===== config.mk =====
export PLATFORM = sky130hd
export DESIGN_NAME = kpn_adder_process
export DESIGN_NICKNAME = d
export VERILOG_FILES = /design/src/rtl/kpn_adder_process.sv
export SDC_FILE = /design/constraint.sdc
export NUM_CORES = 1
export LEC_CHECK = 0
export ABC_AREA = 0
export CAP_MARGIN = 20
export CORE_MARGIN = 4
export CORE_UTILIZATION = 25
export DETAILED_ROUTE_END_ITERATION = 12
export SYNTH_ARGS = -nofsm -noshare
export SYNTH_HDL_FRONTEND = slang
export SYNTH_SLANG_ARGS = --single-unit

===== constraint.sdc =====
create_clock -name clk -period 3.9 [get_ports clk]
set_input_delay 0.78 -clock clk [delete_from_list [all_inputs] [get_ports clk]]
set_output_delay 0.78 -clock clk [all_outputs]
set_load 0.02 [all_outputs]

===== src/rtl/kpn_adder_process.sv =====
// KPN adder process: blocking read of one token from each of two input queues,
// adds the pair and performs a blocking write of the sum into an output queue.
module kpn_adder_process #(
    parameter int unsigned BITS_NUMBER = 16,
    parameter int unsigned COUNT_BITS  = 16
) (
    input  logic                   clk,
    input  logic                   reset_n,
    input  logic                   empty_1,
    input  logic                   empty_2,
    input  logic [BITS_NUMBER-1:0] input_1,
    input  logic [BITS_NUMBER-1:0] input_2,
    output logic                   rd_1,
    output logic                   rd_2,
    input  logic                   full,
    output logic                   wr,
    output logic [BITS_NUMBER-1:0] output_1,
    output logic                   overflow,
    output logic [COUNT_BITS-1:0]  token_count
);

    localparam int unsigned SUM_W = BITS_NUMBER + 1;

    localparam logic [1:0] S_WAIT  = 2'd0;
    localparam logic [1:0] S_READ  = 2'd1;
    localparam logic [1:0] S_LATCH = 2'd2;
    localparam logic [1:0] S_WRITE = 2'd3;

    logic [1:0]             state;
    logic [1:0]             state_next;
    logic                   rd_next;
    logic                   wr_next;
    logic                   overflow_next;
    logic [BITS_NUMBER-1:0] output_next;
    logic [COUNT_BITS-1:0]  count_next;
    logic [SUM_W-1:0]       sum;

    assign sum = SUM_W'(input_1) + SUM_W'(input_2);

    // Outputs are computed one edge ahead so each strobe is high exactly in
    // the cycle its state occupies; wr is granted on the full value sampled
    // at the edge that raises it.
    always_comb begin
        state_next    = state;
        rd_next       = 1'b0;
        wr_next       = 1'b0;
        output_next   = output_1;
        overflow_next = overflow;
        count_next    = token_count;
        unique case (state)
            S_WAIT: begin
                if (!empty_1 && !empty_2) begin
                    state_next = S_READ;
                    rd_next    = 1'b1;
                end
            end
            S_READ: begin
                state_next = S_LATCH;
            end
            S_LATCH: begin
                state_next  = S_WRITE;
                output_next = sum[BITS_NUMBER-1:0];
                if (sum[BITS_NUMBER]) begin
                    overflow_next = 1'b1;
                end
                if (!full) begin
                    wr_next    = 1'b1;
                    count_next = token_count + COUNT_BITS'(1);
                end
            end
            S_WRITE: begin
                if (wr) begin
                    state_next = S_WAIT;
                end else if (!full) begin
                    wr_next    = 1'b1;
                    count_next = token_count + COUNT_BITS'(1);
                end
            end
            default: begin
                state_next = S_WAIT;
            end
        endcase
    end

    // State and output registers with synchronous active-low reset.
    always_ff @(posedge clk) begin
        if (!reset_n) begin
            state       <= S_WAIT;
            rd_1        <= 1'b0;
            rd_2        <= 1'b0;
            wr          <= 1'b0;
            output_1    <= '0;
            overflow    <= 1'b0;
            token_count <= '0;
        end else begin
            state       <= state_next;
            rd_1        <= rd_next;
            rd_2        <= rd_next;
            wr          <= wr_next;
            output_1    <= output_next;
            overflow    <= overflow_next;
            token_count <= count_next;
        end
    end

endmodule


==> impl_metrics.py, run 1 <==
metrics = {
    "status": {
        "status": "finished, final reports clean",
    },
    "sta": {
        "drv_slew": 0,
        "fmax_mhz": 338,
        "final-setup-viol-count": 0,
        "post-route-period-util_pct": 75.8,
        "hold_viol_final": 0,
        "worst_pin_slew_ns": 0.501,
        "fin_crit_ns": 2.96,
        "rsz0062_at_grt": "no",
        "maxSlewHeadroom_pct": 66.6,
        "fin_tns_setup_ns": 0,
        "fin_skew_ns": 0.00591,
    },
    "place": {
        "portBuffers": 72,
        "place_inst": 432,
        "finalWeightedCongestion": 0.795,
        "dp_hpwl_um": 4470,
    },
    "detailed_routing": {
        "drt_iter0_drc": 66,
        "drc": 0,
        "drt-total-wl_um": 5570,
        "antenna_left": 0,
        "wl_per_cell_um": 12.7,
        "drtPass1Iterations": 4,
        "vias": 2093,
        "viasPerCell": 4.77,
    },
    "clock_tree": {
        "cts_buffers": 5,
        "cts.repair.resized": 0,
        "clockBufferDepth": 2,
        "cts.sinks": 37,
        "clk_pin_slew_ns": 0.07,
        "htreeDepth": 2,
        "cts_setup_buffers": 0,
        "cts_tree": "built",
        "clock_latency_ns": 0.28,
        "postCtsHoldBufs": 0,
        "cts-root-buf": "clkbuf_8",
    },
    "synth": {
        "synth-seq-area-share_pct": 32.2,
        "ys.flop_type": "dfxtp_1",
        "syn-num-nets": 315,
        "syn_area_per_cell_um2": 8.97,
        "synth_cells": 256,
        "synth_edf_count": 0,
        "synth_cell_types": 51,
        "synthArstFlopShare_pct": 0,
        "ys_warn_count": 0,
        "ys_seq_elements": 37,
        "synth_area_um2": 2300,
    },
    "finish": {
        "final_net_count": 390,
        "layout_commonest_cell": "clkdlybuf4s50_1",
        "stdcell_count": 439,
        "num-fill-cells": 944,
        "diodes": 0,
        "seqCellArea_um2": 741,
        "final_cell_mix": "clkdlybuf4s50_1 (72), dfxtp_1 (37), nand2_1 (23), ha_1 (21), xnor2_1 (17)",
        "multi_input_area_um2": 1510,
        "final_layout_size_suffix_gt1_share_pct": 6.04,
        "area_growth_pct": 40.8,
    },
    "die": {
        "initial_core_util_pct": 26.0,
        "die_x_um": 104,
        "fp.dieH_um": 104,
        "fp.coreArea_um2": 8850,
        "io_pins": 73,
        "dieArea_um2": 10800,
        "rows": 34,
    },
    "setup_path": {
        "cp_data_required_time_ns": 4.07,
        "worstPathMaxFanout": 3,
        "critical_path.endpoint_type": "flip-flop",
        "worstPathArrival_ns": 3.12,
        "path_class": "input port to flip-flop",
        "cp-start-kind": "input port",
    },
    "grt": {
        "overflow": 0,
        "grt_pass1_vias": 2028,
        "grt_max_degree": 23,
        "grt_pass1_wl_um": 9260,
        "track_usage_pct": 10.1,
        "grt_antenna_before_repair": 0,
    },
    "power": {
        "irDropWorstVdd_v": 0.000157,
        "p_per_area_nw_per_um2": 393,
        "leakage_uw": 0.00123,
    },
    "min_path": {
        "worstHoldPathType": "flip-flop to flip-flop",
    },
    "job": {
        "drv_cap": 0,
    },
}
[area by class of cell]
| cell class | count | share of cell area, % |
|---|---|---|
| clock inverters | 1 | 0.232 |
| multi-input cells | 208 | 46.7 |
| inverters | 4 | 0.464 |
| well taps | 108 | 4.18 |
| clock buffers | 6 | 2.55 |
| repair buffers | 75 | 23.0 |
| flip-flops and latches | 37 | 22.9 |
[worst max-delay path, cell delays in order]
cell	delay, ns
clkdlybuf4s50_1	0.41
ha_1	0.22
fa_1	0.43
a211oi_1	0.33
o21ai_0	0.18
a31oi_1	0.34
a21oi_1	0.19
xnor2_1	0.17
o21ai_1	0.07
[report_power, final]
group / internal (uW) / switching [uW]
Clock: 140 / 133
Sequential: 436 / 37.6
Combinational: 248 / 276
Total: 824 / 447
[registers in the layout, summed over array words and instances (netlist names)]
register     flops
wr               1
output_1        16
overflow         1
token_count     16
state            2
rd_2             1
[metrics by stage]
| step | total power, uW | setup WS, ns | utilization, % | hold slack, ns | area [um2] |
|---|---|---|---|---|---|
| finish | 1270 | 0.944 | 36.6 | 0.455 | 3230 |
| global route | 1360 | 0.788 | 36.6 | 0.476 | 3230 |
| CTS | 1300 | 0.967 | 36.6 | 0.463 | 3230 |
| detailed placement | 1010 | 0.646 | 35.5 | 0.452 | 3140 |
| global placement | 1000 | 0.761 | 35.5 | 0.451 | 3140 |
| floorplan | 803 | 1.40 | - | 0.522 | 2300 |
[worst paths after layout]
| path | start | endpoint | slack [ns] | cells after the start |
|---|---|---|---|---|
| worst max-delay path | input_1[0] | output_1[12]$_SDFFE_PN0P_ | 0.94 | 9 |
| worst min-delay path | output_1[14]$_SDFFE_PN0P_ | output_1[14]$_SDFFE_PN0P_ | 0.45 | 2 |
| worst max register to register | state[0]$_SDFFE_PN0P_ | token_count[15]$_SDFFE_PN0P_ | 1.89 | 8 |
| worst min register to register | output_1[14]$_SDFFE_PN0P_ | output_1[14]$_SDFFE_PN0P_ | 0.45 | 2 |
[Yosys cell counts (2+ instances only)]
library cell / instances / area, um2
nand4_1: 3 / 18.8
nor2_1: 11 / 41.3
clkbuf_1: 4 / 15.0
ha_1: 21 / 263
nor2b_1: 9 / 56.3
o31ai_1: 2 / 15.0
nand2_1: 23 / 86.3
a21o_1: 6 / 45.0
xnor2_1: 17 / 149
o21ai_0: 10 / 50.1
mux2i_1: 6 / 60.1
a211oi_1: 2 / 15.0
a21boi_0: 3 / 22.5
o21a_1: 3 / 22.5
inv_1: 4 / 15.0
xor2_1: 5 / 43.8
nand2b_1: 4 / 25.0
o211a_1: 2 / 20.0
a31oi_1: 3 / 18.8
o21ai_1: 4 / 20.0
o211ai_1: 4 / 30.0
nor3_1: 4 / 20.0
nand3_1: 10 / 50.1
nand4b_1: 2 / 17.5
dfxtp_1: 37 / 741
and2_1: 16 / 100
and3_1: 6 / 37.5
a21oi_1: 12 / 60.1
[metal layers]
metal / vias to the layer above / share of wire, % / wire (um) / track usage [%]
li1: 1062 / - / - / -
met1: 974 / 47 / 2630 / 12.4
met2: 53 / 47 / 2610 / 17.4
met3: 4 / 4.8 / 270 / 2.30
met4: 0 / 1.2 / 66 / 3.42
met5: - / 0 / 0 / 0
[kinds of logic (layout without fill, tap and decap cells)]
group                    after synthesis  count (layout)  synth area share (%)
AND/OR/NAND/NOR                      100             100                  24.3
AO/OA/AOI/OAI                         57              57                  17.6
XOR/XNOR                              22              22                  8.39
flip-flops                            37              37                  32.2
multiplexers                           7               7                  3.10
adder cells (fa/ha/maj)               22              22                  12.3
buffers and inverters                 11              86                  2.01
Note: power is estimated with default switching activity, not from simulation.
==> inputs of run 2 (changes only) <==
==> constraint.sdc (replaced) <==
create_clock -name clk -period 2.8 [get_ports clk]
set_input_delay 0.56 -clock clk [delete_from_list [all_inputs] [get_ports clk]]
set_output_delay 0.56 -clock clk [all_outputs]
set_load 0.02 [all_outputs]
==> impl_metrics.py, run 2 (synthesis results as in run 1) <==
metrics = {
    "status": {
        "status": "finished, final reports clean",
    },
    "sta": {
        "maxSlewHeadroom_pct": 64.7,
        "fin_crit_ns": 2.56,
        "fmax_mhz": 391,
        "final-setup-viol-count": 0,
        "fin_tns_setup_ns": 0,
        "hold_viol_final": 0,
        "worst_pin_slew_ns": 0.529,
        "rsz0062_at_grt": "no",
        "fin_skew_ns": 0.00881,
        "drv_slew": 0,
        "post-route-period-util_pct": 91.4,
        "whs_ns": 0.460,
    },
    "power": {
        "p_comb_share_pct": 42.1,
        "internal_power_uw": 1140,
        "p_sw_uw": 633,
        "p_per_area_nw_per_um2": 540,
        "irDropWorstVdd_v": 0.000185,
        "leakage_uw": 0.00126,
        "switching_share_pct": 35.8,
        "p_clk_share_pct": 20.8,
        "seq_power_share_pct": 37.1,
    },
    "finish": {
        "final_net_count": 396,
        "top_regs": "output_1 (16), token_count (16), state (2)",
        "utilization_pct": 37.0,
        "diodes": 0,
        "final_cell_mix": "clkdlybuf4s50_1 (72), dfxtp_1 (37), nand2_1 (23), ha_1 (21), xnor2_1 (17)",
        "num-fill-cells": 933,
        "final_layout_size_suffix_gt1_share_pct": 7.99,
        "layout_commonest_cell": "clkdlybuf4s50_1",
        "area_growth_pct": 42.6,
        "seqCellArea_um2": 741,
        "fin_area_um2": 3280,
        "stdcell_count": 446,
        "multi_input_area_um2": 1520,
    },
    "setup_path": {
        "r2r-end": "token_count[15]$_SDFFE_PN0P_",
        "cp_data_required_time_ns": 2.98,
        "cp_common_cell": "o21ai_0",
        "slowest_delay_ns": 0.43,
        "path_cells": "clkdlybuf4s50_1 -> ha_1 -> fa_1 -> a211oi_2 -> o21ai_0 -> and2_1 -> a21boi_0 -> xor2_1 -> o21ai_0",
        "critical_path.endpoint_type": "flip-flop",
        "worstPathArrival_ns": 2.74,
        "worstPathMaxFanout": 2,
        "critPathSlowestCell": "fa_1",
        "rrSetupSlack_ns": 0.79,
        "reg2regPathDepth": 8,
        "cp-start-kind": "input port",
        "reg2reg_from": "state[0]$_SDFFE_PN0P_",
        "path_class": "input port to flip-flop",
    },
    "grt": {
        "met1_usage_pct": 12.7,
        "met2_usage_pct": 18.1,
        "overflow": 0,
        "track_usage_pct": 10.5,
        "grt_pass1_vias": 2047,
        "grt_max_degree": 42,
        "use_met3_pct": 2.42,
        "grt_pass1_wl_um": 9450,
        "grt_antenna_before_repair": 0,
        "grt_busiest_layer": "met2",
    },
    "die": {
        "dieArea_um2": 10800,
        "initial_core_util_pct": 26.0,
        "io_pins": 73,
        "die_x_um": 104,
        "fp.dieH_um": 104,
        "rows": 34,
        "fp.coreArea_um2": 8850,
    },
    "min_path": {
        "worstHoldPathType": "flip-flop to flip-flop",
        "hp-start": "output_1[11]$_SDFFE_PN0P_",
        "min_path_cells": 2,
        "min_to": "output_1[11]$_SDFFE_PN0P_",
    },
    "place": {
        "dp_hpwl_um": 4420,
        "portBuffers": 72,
        "placed_cell_area_um2": 3190,
        "finalWeightedCongestion": 0.794,
        "place_inst": 438,
    },
    "detailed_routing": {
        "vias": 2107,
        "viasPerCell": 4.72,
        "drt_iter0_drc": 63,
        "drc": 0,
        "antenna_left": 0,
        "drt-total-wl_um": 5750,
        "drtPass1Iterations": 4,
        "wl_per_cell_um": 12.9,
    },
    "clock_tree": {
        "cts_buffers": 5,
        "postCtsHoldBufs": 0,
        "clock_latency_ns": 0.29,
        "htreeDepth": 2,
        "cts-root-buf": "clkbuf_8",
        "cts_setup_buffers": 0,
        "cts.sinks": 37,
        "clk_pin_slew_ns": 0.08,
        "cts.repair.resized": 0,
        "cts_tree": "built",
        "clockBufferDepth": 2,
    },
    "job": {
        "drv_cap": 0,
    },
}
## run 2: layout make-up
cell class	instances	share of cell area [%]
Clock buffer	6	2.21
Clock inverter	2	0.305
Inverter	4	0.458
Multi-Input combinational cell	208	46.2
Sequential cell	37	22.6
Tap cell	108	4.12
Timing Repair Buffer	81	24.1
## run 2: metrics by stage
stage | total power, uW | worst slack, ns
floorplan | 1120 | 0.518
global placement | 1410 | -0.0327
detailed placement | 1420 | -0.0726
CTS | 1800 | 0.235
global route | 1900 | 0.0849
finish | 1770 | 0.241
## run 2: worst max path at each step
stage	slack [ns]	from	to	depth (start not counted)
CTS	0.24	input_1[0]	output_1[8]$_SDFFE_PN0P_	9
finish	0.24	input_1[0]	output_1[8]$_SDFFE_PN0P_	9
detailed placement	-0.07	input_1[0]	output_1[8]$_SDFFE_PN0P_	9
global placement	-0.03	input_1[0]	output_1[8]$_SDFFE_PN0P_	9
global route	0.08	input_1[0]	output_1[8]$_SDFFE_PN0P_	9
floorplan	0.52	input_1[0]	output_1[8]$_SDFFE_PN0P_	8
## run 2: per-layer routing
metal	wire, um	part of all wire [%]
met3	297	5.2
met4	92	1.6
met1	2620	46
met5	0	0
met2	2730	48
## run 2: power groups by stage
stage	sequential, uW	clock, uW	combinational, uW
floorplan	741	0	378
global placement	671	0	735
detailed placement	670	0	750
CTS	659	386	754
global route	671	406	824
finish	657	368	744
## run 2: critical path, delay by kind of cell
kind            cells  cell delay [ns]
compound gates      4             0.76
fa+ha+maj           2             0.65
buf+inv             1             0.40
simple gates        1             0.20
xor+xnor            1             0.16
